--- config.mk ---
export PLATFORM = sky130hd
export DESIGN_NAME = icache_refill_arb
export DESIGN_NICKNAME = d
export VERILOG_FILES = /design/src/rtl/icache_refill_arb.sv
export SDC_FILE = /design/constraint.sdc
export NUM_CORES = 1
export LEC_CHECK = 0
export CAP_MARGIN = 30
export CORE_AREA = 2 2 173 175
export CTS_CLUSTER_DIAMETER = 120
export DETAILED_ROUTE_END_ITERATION = 10
export DIE_AREA = 0 0 175 177
export SLEW_MARGIN = 20
export SYNTH_ARGS = -nofsm -noshare
export SYNTH_HDL_FRONTEND = slang
export SYNTH_SLANG_ARGS = --single-unit
export TNS_END_PERCENT = 10
--- constraint.sdc ---
create_clock -name i_clk -period 4.4 [get_ports i_clk]
set_input_delay 0.88 -clock i_clk [delete_from_list [all_inputs] [get_ports i_clk]]
set_output_delay 0.88 -clock i_clk [all_outputs]
set_load 0.02 [all_outputs]
--- src/rtl/icache_refill_arb.sv ---
// Round-robin refill arbiter: shares one in-order memory read port among NUM_REQ
// iCache miss ports and routes the returned lines back via an in-order ID FIFO.
module icache_refill_arb #(
  parameter int unsigned NUM_REQ    = 4,
  parameter int unsigned DATA_WIDTH = 128,
  parameter int unsigned DEPTH      = 2,
  parameter int unsigned TIMEOUT    = 255
) (
  input  logic                       i_clk,
  input  logic                       i_rst,
  input  logic [NUM_REQ-1:0]         i_req,
  input  logic [NUM_REQ-1:0][31:0]   i_req_addr,
  output logic [NUM_REQ-1:0]         o_req_ack,
  output logic [NUM_REQ-1:0]         o_resp_valid,
  output logic [DATA_WIDTH-1:0]      o_resp_data,
  output logic                       o_mm_rden,
  output logic [31:0]                o_mm_addr,
  input  logic                       i_mm_gnt,
  input  logic                       i_mm_rvalid,
  input  logic [DATA_WIDTH-1:0]      i_mm_rdata,
  output logic [NUM_REQ-1:0]         o_pending,
  output logic                       o_busy,
  output logic [1:0]                 o_err
);

  localparam int unsigned ID_W  = (NUM_REQ > 1) ? $clog2(NUM_REQ) : 1;
  localparam int unsigned AW    = (DEPTH > 1) ? $clog2(DEPTH) : 1;
  localparam int unsigned CNT_W = $clog2(DEPTH) + 1;
  localparam int unsigned WD_W  = (TIMEOUT > 1) ? $clog2(TIMEOUT + 1) : 1;

  logic [NUM_REQ-1:0] pending;
  logic [ID_W-1:0]    rr_ptr;
  logic [ID_W-1:0]    id_fifo [DEPTH];
  logic [AW-1:0]      wptr;
  logic [AW-1:0]      rptr;
  logic [CNT_W-1:0]   count;
  logic [WD_W-1:0]    wdog;

  logic [NUM_REQ-1:0] elig;
  logic               sel_found;
  logic [ID_W-1:0]    sel_idx;
  logic [ID_W-1:0]    cand;
  logic               issue;
  logic               pop;
  logic [ID_W-1:0]    head_id;
  logic [CNT_W-1:0]   count_nxt;
  logic [NUM_REQ-1:0] set_vec;
  logic [NUM_REQ-1:0] clr_vec;

  // Round-robin search: first eligible requester at or after rr_ptr, wrapping.
  always_comb begin
    elig      = i_req & ~pending;
    sel_found = 1'b0;
    sel_idx   = '0;
    cand      = '0;
    for (int unsigned i = 0; i < NUM_REQ; i++) begin
      cand = ID_W'((32'(rr_ptr) + i) % NUM_REQ);
      if (!sel_found && elig[cand]) begin
        sel_found = 1'b1;
        sel_idx   = cand;
      end
    end
  end

  always_comb begin
    issue     = i_mm_gnt & sel_found & (count < CNT_W'(DEPTH));
    pop       = i_mm_rvalid & (count != '0);
    head_id   = id_fifo[rptr];
    count_nxt = count + CNT_W'(issue) - CNT_W'(pop);
    set_vec   = issue ? (NUM_REQ'(1) << sel_idx) : '0;
    clr_vec   = pop ? (NUM_REQ'(1) << head_id) : '0;
  end

  // ID storage needs no reset; validity is tracked by count and the pointers.
  always_ff @(posedge i_clk) begin
    if (!i_rst && issue) id_fifo[wptr] <= sel_idx;
  end

  always_ff @(posedge i_clk) begin
    if (i_rst) begin
      o_mm_rden    <= 1'b0;
      o_mm_addr    <= '0;
      o_req_ack    <= '0;
      o_resp_valid <= '0;
      o_resp_data  <= '0;
      pending      <= '0;
      rr_ptr       <= '0;
      wptr         <= '0;
      rptr         <= '0;
      count        <= '0;
      wdog         <= '0;
      o_busy       <= 1'b0;
      o_err        <= '0;
    end else begin
      o_mm_rden    <= issue;
      o_req_ack    <= set_vec;
      o_resp_valid <= clr_vec;
      pending      <= (pending | set_vec) & ~clr_vec;
      count        <= count_nxt;
      o_busy       <= (count_nxt != '0);
      if (issue) begin
        o_mm_addr <= i_req_addr[sel_idx];
        rr_ptr    <= (sel_idx == ID_W'(NUM_REQ - 1)) ? '0 : sel_idx + 1'b1;
        wptr      <= (wptr == AW'(DEPTH - 1)) ? '0 : wptr + 1'b1;
      end
      if (pop) begin
        o_resp_data <= i_mm_rdata;
        rptr        <= (rptr == AW'(DEPTH - 1)) ? '0 : rptr + 1'b1;
      end
      if (i_mm_rvalid && count == '0) o_err[0] <= 1'b1;
      // Watchdog saturates at TIMEOUT; the flag is set on the step that reaches it.
      if (count == '0 || i_mm_rvalid) begin
        wdog <= '0;
      end else if (wdog != WD_W'(TIMEOUT)) begin
        wdog <= wdog + 1'b1;
        if (wdog == WD_W'(TIMEOUT - 1)) o_err[1] <= 1'b1;
      end
    end
  end

  assign o_pending = pending;

endmodule

== After elaboration in Yosys (flattened, before gate mapping) ==
Memories as Yosys holds them, arrays and structs flattened. A register that Yosys moved wholly into a read port is not among the register bits.
Cells that the tools add are included.

* Reductions and logical operators: 15
* Equality and inequality tests: 3
* Muxes and demuxes: 27
* Magnitude comparators: 6
* Bitwise logic cells: 9
* Add/sub/neg operators: 9
* Shift operators: 2

{| class="wikitable"
|+ Operators by type and width
! operator !! count
|-
| $bmux 32 s2 || 1
|-
| $mux 32 || 1
|-
| $lt 2x3->1 const B || 5
|-
| $mux 1 || 14
|-
| $mux 2 || 5
|-
| $add 8x1->8 const B || 1
|-
| $and 4x4->4 || 2
|-
| $bmux 1 s2 || 4
|-
| $eq 8x8->1 const B || 1
|-
| $mux 4 || 2
|-
| $ne 8x8->1 const B || 1
|-
| $not 4->4 || 2
|-
| $shl 1x2->4 const A || 2
|-
| $logic_and 1x1->1 || 5
|-
| $add 2x1->2 const B || 2
|-
| $add 2x2->2 const B || 2
|-
| $logic_not 1->1 || 4
|-
| $or 4x4->4 || 1
|-
| $reduce_bool 2->1 || 2
|-
| $and 1x1->1 || 3
|-
| $reduce_and 3->1 || 1
|-
| $add 1x1->1 const B || 2
|-
| $add 2x1->2 || 1
|-
| $eq 2x2->1 const B || 1
|-
| other kinds (6) || 6
|}

* Output and inout port bits: 176
* Bits in registers: 190
* Memory bits (writable): 4
* Memories kept: 1
* Logic and storage cells: 86

{| class="wikitable"
|+ Memory list
! name !! depth !! bits a word !! rd ports !! clocked after Yosys merged registers in !! write ports !! RTL line !! RTL
|-
| id_fifo || 2 || 2 || 1 || 1 || 1 || 33 || <nowiki>logic [ID_W-1:0] id_fifo [DEPTH];</nowiki>
|}

== Logic depth before layout (Yosys ltp) ==
Gate-level depths: netlist of run 1.

* Depth in word-level cells: 19
* Depth in mapped cells: 9
* Mapped depth without buffers: 7

== Least setup slack after synthesis of run 1 ==
No wires, ideal clock.

* Path type: input-to-reg
* Start point: in i_req[0]
* End point: reg rr_ptr[1]
* Setup slack: 1.995 ns
* Path buffers: 2
* Cell stages on the path: 9
* Data arrival time: 2.277 ns
* Cells stage by stage: or3b_1 o211a_1 o22ai_2 buf_6 buf_4 inv_1 ha_1 mux2i_1 nor2_1

* Longest elaborated chain between the ends: 15
* Elaborated cells on any way between the ends: 28
* Classes of those cells: add/sub (1); eq/ne (1); mux (17); bitwise (3); reduce/logical (6)

{| class="wikitable"
|+ RTL lines
! element !! RTL line !! RTL
|-
| start: declaration || 11 || <nowiki>input logic [NUM_REQ-1:0] i_req,</nowiki>
|-
| $and 4x4->4 (*) || 52 || <nowiki>elig = i_req & ~pending;</nowiki>
|-
| $bmux 1 s2 || 58 || <nowiki>if (!sel_found && elig[cand]) begin</nowiki>
|-
| $mux 1 (implied by the code) || 58 ||
|-
| $mux 1 || 58 ||
|-
| $logic_not 1->1 || 58 ||
|-
| $logic_and 1x1->1 || 58 ||
|-
| $mux 1 || 58 ||
|-
| $logic_not 1->1 || 58 ||
|-
| $logic_and 1x1->1 || 58 ||
|-
| $mux 1 || 58 ||
|-
| $logic_not 1->1 || 58 ||
|-
| $logic_and 1x1->1 || 58 ||
|-
| $mux 2 / $mux 1 (equally long branches) || 58 ||
|-
| $add 2x1->2 (tied with other cells) || 103 || <nowiki>rr_ptr <= (sel_idx == ID_W'(NUM_REQ - 1)) ? '0 : sel_idx + 1'b1;</nowiki>
|-
| $mux 2 / $and 1x1->1 (equally long branches) || 103, 66 ||
|-
| end signal: assignment || 103 ||
|-
| end: declaration || 32 || <nowiki>logic [ID_W-1:0] rr_ptr;</nowiki>
|}

Mark *: on every way between the ends. The rest lies on a longest branch, timed or not. The select of a mux whose other input is x is not followed.
A chain may end at the register's enable or synchronous reset.

== Final worst setup path of run 1 ==
* Start point: in i_req[2]
* End point: reg o_mm_addr[28]

* Longest elaborated chain between the ends: 15
* Elaborated cells on any way between the ends: 27
* Classes of those cells: mux (18); bitwise (3); reduce/logical (6)

{| class="wikitable"
|+ RTL lines
! element !! RTL line !! RTL
|-
| $and 4x4->4 (*) || 52 ||
|-
| $bmux 1 s2 || 58 ||
|-
| $mux 1 (implied by the code) || 58 ||
|-
| $mux 1 || 58 ||
|-
| $logic_not 1->1 || 58 ||
|-
| $logic_and 1x1->1 || 58 ||
|-
| $mux 1 || 58 ||
|-
| $logic_not 1->1 || 58 ||
|-
| $logic_and 1x1->1 || 58 ||
|-
| $mux 1 || 58 ||
|-
| $logic_not 1->1 || 58 ||
|-
| $logic_and 1x1->1 || 58 ||
|-
| $mux 2 / $mux 1 (equally long branches) || 58 ||
|-
| $bmux 32 s2 / $and 1x1->1 (equally long branches) || 102, 66 ||
|-
| $mux 32 (implied by the code) / $and 1x1->1 (equally long branches) || 102, 66 ||
|-
| end signal: assignment || 102 || <nowiki>o_mm_addr <= i_req_addr[sel_idx];</nowiki>
|-
| end: declaration || 17 || <nowiki>output logic [31:0] o_mm_addr,</nowiki>
|}

Marked as above.

==> results of run 1 <==
-- power by group through the flow --
stage | registers [mW] | logic [mW] | clock network (mW)
floorplan | 2.72 | 1.23 | 0
global placement | 2.36 | 2.75 | 0
detailed placement | 2.37 | 2.79 | 0
CTS | 2.33 | 2.80 | 1.60
global route | 2.37 | 2.98 | 1.67
finish | 2.33 | 2.75 | 1.53
-- cells in the final DEF (no fill, tap or decap), types with 3 or more instances in the layout --
| cell | Yosys | final |
|---|---|---|
| sky130_fd_sc_hd__a2bb2oi_1 | 31 | 31 |
| sky130_fd_sc_hd__xnor2_1 | 5 | 5 |
| sky130_fd_sc_hd__nand3_1 | 3 | 3 |
| sky130_fd_sc_hd__nor3_1 | 4 | 4 |
| sky130_fd_sc_hd__and2_1 | 3 | 3 |
| sky130_fd_sc_hd__inv_8 | 0 | 4 |
| sky130_fd_sc_hd__nor2b_1 | 7 | 6 |
| sky130_fd_sc_hd__dfxtp_1 | 191 | 191 |
| sky130_fd_sc_hd__clkdlybuf4s50_1 | 0 | 438 |
| sky130_fd_sc_hd__nor2_1 | 18 | 17 |
| sky130_fd_sc_hd__ha_1 | 4 | 4 |
| sky130_fd_sc_hd__o21ai_0 | 7 | 7 |
| sky130_fd_sc_hd__nand2_1 | 259 | 259 |
| sky130_fd_sc_hd__mux2i_1 | 65 | 65 |
| sky130_fd_sc_hd__o21ai_1 | 29 | 28 |
| sky130_fd_sc_hd__inv_1 | 8 | 8 |
| sky130_fd_sc_hd__a21oi_1 | 135 | 135 |
| sky130_fd_sc_hd__and3_1 | 7 | 7 |
| sky130_fd_sc_hd__inv_6 | 0 | 3 |
| sky130_fd_sc_hd__clkinv_4 | 0 | 3 |
| sky130_fd_sc_hd__nand3b_1 | 3 | 3 |
| sky130_fd_sc_hd__buf_12 | 0 | 4 |
| sky130_fd_sc_hd__clkbuf_16 | 0 | 17 |
| sky130_fd_sc_hd__nand2b_1 | 6 | 6 |
| sky130_fd_sc_hd__edfxtp_1 | 4 | 4 |
| sky130_fd_sc_hd__xor2_1 | 3 | 3 |
| sky130_fd_sc_hd__buf_4 | 3 | 6 |
-- worst register-to-register path, delay by kind of cell (launching register included) --
family,cells,cell delay (ns)
and+or+nand+nor,2,0.97
DFF,1,0.34
buffers and inverters,1,0.39
AOI/OAI and AO/OA,3,0.58
-- metrics by stage --
stage / hold WS, ns / setup slack, ns
after floorplan: 0.468 / 2.00
after global placement: 0.441 / 1.20
after detailed placement: 0.446 / 1.13
after CTS: 0.456 / 1.59
after global routing: 0.472 / 1.42
final: 0.451 / 1.60
-- cell usage after synthesis, types with 2 or more instances --
cell                        instances  area, µm²
sky130_fd_sc_hd__clkbuf_1          41        154
sky130_fd_sc_hd__xor2_1             3       26.3
sky130_fd_sc_hd__a21oi_1          135        676
sky130_fd_sc_hd__buf_6              7       78.8
sky130_fd_sc_hd__buf_2             11       55.1
sky130_fd_sc_hd__o21ai_1           29        145
sky130_fd_sc_hd__and3_1             7       43.8
sky130_fd_sc_hd__a2bb2oi_2          2       30.0
sky130_fd_sc_hd__nand3b_1           3       22.5
sky130_fd_sc_hd__nor2b_1            7       43.8
sky130_fd_sc_hd__nor2_1            18       67.6
sky130_fd_sc_hd__o22a_1             2       17.5
sky130_fd_sc_hd__nand3_1            3       15.0
sky130_fd_sc_hd__edfxtp_1           4        120
sky130_fd_sc_hd__a21oi_2            2       17.5
sky130_fd_sc_hd__inv_1              8       30.0
sky130_fd_sc_hd__o21ai_0            7       35.0
sky130_fd_sc_hd__a2bb2oi_1         31        272
sky130_fd_sc_hd__a221oi_2           2       30.0
sky130_fd_sc_hd__nand2b_1           6       37.5
sky130_fd_sc_hd__ha_1               4       50.1
sky130_fd_sc_hd__nand2_1          259        972
sky130_fd_sc_hd__mux2i_1           65        651
sky130_fd_sc_hd__buf_4              3       22.5
sky130_fd_sc_hd__dfxtp_1          191       3820
sky130_fd_sc_hd__and2_1             3       18.8
sky130_fd_sc_hd__nor3_1             4       20.0
sky130_fd_sc_hd__buf_8              2       30.0
sky130_fd_sc_hd__a211oi_1           2       15.0
sky130_fd_sc_hd__xnor2_1            5       43.8
-- how the worst min path moves through the flow --
stage                    start              end  slack (ns)  cells past startpoint
3_5_place_dp    o_resp_data[6]   o_resp_data[6]        0.45                      2
5_1_grt        o_resp_data[25]  o_resp_data[25]        0.47                      2
6_report       o_resp_data[70]  o_resp_data[70]        0.45                      2
4_1_cts         o_resp_data[0]   o_resp_data[0]        0.46                      2
3_3_place_gp    o_resp_data[0]   o_resp_data[0]        0.44                      2
2_1_floorplan        rr_ptr[0]        rr_ptr[0]        0.47                      2
-- sequential cells by signal, summed over array words and instances, names as in the netlist, named ones only --
register,cells
o_resp_data,128
o_mm_addr,32
wdog,8
id_fifo,4
o_pending,4
o_req_ack,4
o_resp_valid,4
count,2
o_err,2
rr_ptr,2
o_busy,1
o_mm_rden,1
rptr,1
wptr,1
-- logic make-up after synthesis --
logic type | synth area share (%)
and+or+nand+nor | 17.1
AOI/OAI and AO/OA | 17.2
DFF | 50.9
buffers and inverters | 4.83
muxes | 8.40
xor gates and xnor gates | 0.904
adders and majority gates | 0.646
-- metal layers --
| layer | part of all wire, % | GRT usage (%) | vias up | wire (µm) |
|---|---|---|---|---|
| met5 | 0 | 0 | - | 0 |
| met2 | 49 | 29.9 | 304 | 13600 |
| met4 | 1.5 | 5.03 | 0 | 409 |
| li1 | - | - | 3813 | - |
| met3 | 9.3 | 6.70 | 22 | 2590 |
| met1 | 40 | 20.3 | 3501 | 11200 |
-- final cells by class --
cell class,count,share of cell area [%]
multi-input cells,619,26.5
clock inverters,14,1.08
repair buffers,449,34.8
inverters,8,0.230
diodes,1,0.0192
clock buffers,18,3.29
well taps,390,3.75
flip-flops and latches,195,30.3
==> summary by stage, run 1 <==
STA
The tightest slew margin relative to the limit is 50.7%. The number of hold violations in the final report is 0. At the pin with the least slew margin, the transition time is 0.738 ns.

The setup TNS after final layout is 0 ns. The maximum clock frequency is between 300 and 400 MHz. The maximum clock skew at final layout is 0.0117 ns.

The post-route clock period utilization is 63.7%. Setup violations remaining at the end of the flow were counted as 0. For the finished layout, the period the worst path requires is ~2.8 ns. The final-report max-slew violation count is 0.

Setup repair after global routing left no endpoint under its margin.

GRT
Entering global routing, the biggest net connects 126 pins. After global routing the overflow that remains totals 0. The first-pass GRT wire length is 42.1 mm. The via count of the first global-routing pass is 7519. Global routing used 17.5% of the available tracks across all layers. The number of antenna violations at the first check in global routing came to 1.

Placement
The number of placed instances, taps included, is 1661. The last weighted congestion value of the routability-driven placer is 0.802. In this run the tool buffered the top-level ports with between 400 and 500 buffer cells. Detailed placement finished with a half-perimeter wire length of 20.0 mm. The total placed instance area is 0.0125 mm².

Clock network
The clock tree from TritonCTS is done. In this run, CTS created clock tree buffers numbering 17. The buffers inserted during post-CTS setup optimization is 0. The CTS root buffer is sky130_fd_sc_hd__clkbuf_16. The number of buffers added to fix hold violations after cts is 0.

The H-tree was split into 4 levels. The post-cts gate resize count is 0. The clock reaches the later pin of the worst-skew pair after ~0.43 ns. CTS saw 195 sinks. The maximum root-to-sink buffer count is 2. The clock transition at the register clock pins on the worst setup and hold paths after CTS is 0.08 ns.

Layout
The net count reported at finish is 1558. Relative to the synthesized area, the layout overhead comes to 68.2%. The area used by multi-input combinational logic is 0.00346 mm². The count of fill cells added during filler insertion is between 2000 and 3000. The proportion of layout cells with a drive suffix above 1 is 4.45%. The sequential cell area in the final layout is between 0.003 and 0.004 mm². Once layout is done, the placed cells without fillers occupy 0.0130 mm². The final core utilization is 44.6%. The final cell count without fillers is around 1700.

Yosys
Summing every instance area after synthesis gives 0.00775 mm². The number of flip-flops and latches in the synthesized netlist is roughly 200. The post-synthesis cell count is between 800 and 900.

The warning count from the yosys run is 0. The synthesized design contains 4 enable-type register cells. The post-synthesis cell type count is around 50. Among all flip-flop cells after synthesis, the most frequent one is sky130_fd_sc_hd__dfxtp_1.

The proportion of synthesized flip-flops having asynchronous set or reset is 0%. The sequential element share of the synthesized area is ~51%. The average footprint of a synthesized cell is 8.73 µm². The synthesized net count is ~1200.

Die
After floorplanning, the core was sized to cover 0.0292 mm². 440 I/O pins were placed. The starting density of the core is 26.5%. The die height is 177 µm.

The number of placement rows is 63. In this run the horizontal extent of the chip is 175 µm. The die covers 0.0310 mm².

Flow run
The max-capacitance violation count is 0.

Worst setup path
The worst setup path is captured at a flop. In this run the worst path has a maximum fanout of 18. The worst register-to-register path has a depth of 6.

The slowest stage of the critical path belongs to the cell sky130_fd_sc_hd__nor2_2. The endpoint of the worst-slack reg-to-reg timing path is o_mm_addr[28]. The register-to-register path setup slack is a little over 2 ns. Counting buffers and inverters, the worst setup path is 7 cells deep.

The startpoint kind of the worst setup timing path is an input port. STA puts the critical path data required time at 4.77 ns. For this run, the slowest stage of the critical path takes 0.70 ns. The launching point of the worst reg2reg path is o_pending[2].

The number of buffers and inverters on the critical path is 2. The end point of the critical path is o_mm_addr[28]. Data arrives at the worst endpoint at 3.17 ns. Walking the worst path, the cells encountered are clkdlybuf4s50_1 > nand2b_1 > a41oi_2 > nor2_2 > buf_4 > a2bb2oi_1 > o21ai_1.

The cell family contributing the most delay on the critical path is simple AND/OR/NAND/NOR gates. The worst setup path is of the input port to flop kind. The most critical setup path has its startpoint at i_req[2].

Pwr
The internal portion of the total power is 4.18 mW. The fraction of power consumed by combinational cells is a little over two fifths. The ratio of total power to cell area is 508 mW/mm². The sequential power share is 35.2%. The analysis attributes to cell leakage a power of approximately 4.9 nW. The clock network burns a little under a quarter of the power.

The switching part of the total power is 36.9%. The switching component of the power is 2.44 mW. VDD sags by at most 190 µV. The total power after layout is 6.62 mW.

Status
The flow ran to the end, and the final reports show no timing, DRC or antenna violations.

Drt
In this run the remaining antenna-violating nets after routing total 0. The average vias per placed instance is 4.51. For this block, the routed nets add up to roughly 28 mm of wire. After the first detailed-routing iteration, the DRC count stood at 332. After detailed routing, the number of remaining DRC violations is 0. In the final routed layout, each cell accounts on average for around 16 µm. The total number of vias is 7640. The length of the first detailed-routing pass in iterations is 4.

Worst hold path
The min-delay analysis places its worst path in the category flop to flop.
Note: power is estimated with default switching activity, not from simulation.
==> inputs of run 2 (changes only) <==
- CORE_AREA: 2 2 173 175 -> 2 2 171 173
- DIE_AREA: 0 0 175 177 -> 0 0 173 175
- clock period: 4.4 -> 2.4 ns (I/O delays scaled with it)
==> run 2 against run 1 <==
Worst hold slack lost 0.12 ns. First-iteration DRC count rose by 18%. Clock power increased by 89%. Via count grew 0.58%. Sequential power increased by 82%.
==> summary by stage, run 2 (synthesis results as in run 1) <==
Clock network
The count of H-tree levels built during CTS is 4 (unchanged). The clock insertion delay at the later pin of the skew report is 0.44 ns (about the same). The number of buffers added to fix hold violations after cts is 0 (unchanged). The maximum root-to-sink buffer count is 2 (unchanged). The tree is rooted in a sky130_fd_sc_hd__clkbuf_16.

The post-cts gate resize count came to 0 (unchanged). The buffers inserted during post-CTS setup optimization was 0 (unchanged). The clock transition at the register clock pins on the worst setup and hold paths after CTS is 0.07 ns (about the same). The number of buffers added by the clock tree synthesis step was 17 (unchanged). The number of clock sinks is 195 (unchanged). The clock tree from TritonCTS is done.

Die
The starting density of the core came to 27.3% (+0.80 points). The area of the die was 0.0303 mm² (-2.3%). The horizontal die dimension came to 173 µm (-1.1%).

The number of placement rows is 62 (-1.6%). The core region area is 0.0284 mm² (-2.9%). The number of top-level pins came to 440 (unchanged). The die height is 175 µm (-1.1%).

Layout
In the final layout, the registers with the most flip-flops are o_resp_data (128), o_mm_addr (32), wdog (8). The largest register by flop count is o_resp_data. The library cell used most frequently in the layout, excluding fill and tap cells, is sky130_fd_sc_hd__clkdlybuf4s50_1.

The flip-flop count of the largest register after layout came to 128 (unchanged). The final cell count without fillers is 1713 (+1.1%). In the layout the commonest cells are sky130_fd_sc_hd__clkdlybuf4s50_1 (438), sky130_fd_sc_hd__nand2_1 (259), sky130_fd_sc_hd__dfxtp_1 (191), sky130_fd_sc_hd__a21oi_1 (135), sky130_fd_sc_hd__mux2i_1 (65).

The post-route standard cell area excluding fillers is 0.0133 mm² (+1.9%). The net count reported at finish was 1583 (+1.6%). The proportion of layout cells with a drive suffix above 1 is 6.33% (+1.9 points). From synthesis to final layout, the design area changed by 71.4%.

Flow run
The max-capacitance violation count is 0 (unchanged).

Pwr
The leakage power figure is 5.05 nW (+3.1%). The ratio of total power to cell area is 935 mW/mm² (+84%). The total power after layout came to 12.4 mW (+88%). The maximum resistive drop on vdd is 392 µV (+110%).

STA
The maximum clock skew at final layout is 0.00931 ns (-0.00239 ns). The number of hold violations in the final report is 0 (unchanged). After layout, the worst path uses between 90% and 100% of the clock period. Setup repair after global routing left no endpoint under its margin. For this run, the top clock speed supported by timing is approximately 450 MHz. The tightest slew margin relative to the limit is 64.9% (+14 points). The slew at the pin closest to its max-slew limit is 0.527 ns (-0.211 ns).

The worst hold slack was 0.334 ns (-0.118 ns). The worst path setup slack after routing is 0.198 ns (-1.40 ns). The final-report max-slew violation count is 0 (unchanged). Subtracting the final worst setup slack from the clock period gives 2.20 ns. The number of setup violations in the final report is 0 (unchanged).

GRT
The pin count of the biggest net entering global routing is 90 (-29%). The first-pass GRT wire length is 43.1 mm (+2.5%). The total overflow reported by the global router is 0 (unchanged). The overall global routing resource usage came to 18.1% (+0.65 points). The via count of the first global-routing pass is 7603 (+1.1%).

The number of antenna violations at the first check in global routing is 1 (unchanged).

Drt
The length of routed met2 wiring was 13.4 mm (-1.0%). The final antenna-violating net count came to 0 (unchanged). The highest routed metal layer is met4. The routed wirelength normalized by instance count came to 16.4 µm (about the same). The post-route DRC violation count is 0 (unchanged). The wire length on met1 was 11.7 mm (+4.9%). The total wirelength of the detailed-routed design is 28.0 mm (+1.0%). The length of the first detailed-routing pass in iterations is 4 (unchanged).

The average vias per placed instance is 4.49 (-0.54%). The count of routing violations after the opening detailed-route iteration is 391 (+18%). The wire length on met3 was 2.29 mm (-12%). The total number of vias is 7684 (+0.58%).

Placement
The half-perimeter wire length of the detailed placement result is 20.4 mm (+1.8%). The count of input and output buffers is 439 (unchanged). The total placed cells including tap cells is 1680 (+1.1%). The worst slack after detailed placement is -0.257 ns (-1.39 ns). The total placed instance area is 0.0127 mm² (+1.9%). The last weighted congestion value of the routability-driven placer is 0.815 (+1.6%).

Worst setup path
The startpoint kind of the worst setup timing path is an input port. The biggest cell delay along the critical path is 0.48 ns (-0.22 ns). The signal on the critical path passes through clkdlybuf4s50_1 > or3b_1 > o211a_1 > o22ai_4 > buf_4 > mux2i_1 > a2bb2oi_1 > o21ai_1. The worst-path maximum fanout came to 16 (-2). The worst setup path is of the input port to flop kind. The combined buffer and inverter count along the critical path came to 2 (unchanged).

The required time reported for the critical path endpoint is 2.73 ns (-2.04 ns). The arrival time reported for the critical path endpoint is 2.53 ns (-0.64 ns). The slowest stage of the critical path is the sky130_fd_sc_hd__clkdlybuf4s50_1 cell.

On the critical path the largest part of the delay comes from buffers and inverters. The worst setup path is captured at a flop.

Status
The flow ran to the end, and the final reports show no timing, DRC or antenna violations.

Worst hold path
The type of the tightest min-delay check is input port to flop.
run 2: cell count changes in the layout (fill, tap and decap cells not counted):
cell and change:
sky130_fd_sc_hd__buf_12 +6, sky130_fd_sc_hd__bufinv_16 +1, sky130_fd_sc_hd__buf_4 +20, sky130_fd_sc_hd__clkbuf_1 -1
sky130_fd_sc_hd__buf_16 -1, sky130_fd_sc_hd__inv_8 -3, sky130_fd_sc_hd__clkbuf_8 +1, sky130_fd_sc_hd__inv_6 +2
sky130_fd_sc_hd__clkinv_8 -1, sky130_fd_sc_hd__inv_4 +1
run 2: path summary, 6_finish.rpt:
path,from,to,slack [ns],cells past startpoint
worst min-delay path,i_rst,o_pending[2],0.33,2
worst min register to register,o_resp_data[19],o_resp_data[19],0.45,2
worst max register to register,rr_ptr[0],o_mm_addr[28],0.35,7
worst max-delay path,i_req[0],o_mm_addr[28],0.20,8
run 2: area by class of cell:
class	instances	area (µm²)
well taps	384	480
inverters	8	30.0
diodes	1	2.50
repair buffers	474	4780
multi-input cells	619	3460
clock buffers	18	439
fillers	2752	15100
clock inverters	14	144
flip-flops and latches	195	3940
run 2: stage by stage:
stage	setup TNS, ns	util [%]
finish	0	46.8
global placement	-4.68	44.7
detailed placement	-6.70	44.7
CTS	0	46.8
global route	0	46.8
floorplan	0	-
run 2: report_power, final:
| group | switching [mW] | internal [mW] | leakage [nW] |
|---|---|---|---|
| sequential | 0.351 | 3.90 | 1.60 |
| clock | 1.40 | 1.50 | 0.291 |
| combinational | 2.71 | 2.56 | 3.17 |
run 2: worst reg2reg max path, stage by stage, from the launching register on:
cell and delay (ns):
sky130_fd_sc_hd__dfxtp_1 0.34, sky130_fd_sc_hd__or3b_1 0.42, sky130_fd_sc_hd__o211a_1 0.17, sky130_fd_sc_hd__o22ai_4 0.19, sky130_fd_sc_hd__buf_4 0.33, sky130_fd_sc_hd__mux2i_1 0.25
sky130_fd_sc_hd__a2bb2oi_1 0.16, sky130_fd_sc_hd__o21ai_1 0.08
run 2: metal layers:
metal  global-route usage, %  vias up
li1                        -     3861
met1                    20.9     3500
met2                    31.0      294
met3                    6.77       29
met4                    5.86        0
met5                       0        -
==> inputs of run 3 (changes only) <==
- CAP_MARGIN: 30 -> 20
==> results of run 3 <==
No change in the layout: final DEF, timing and power equal those of run 2.
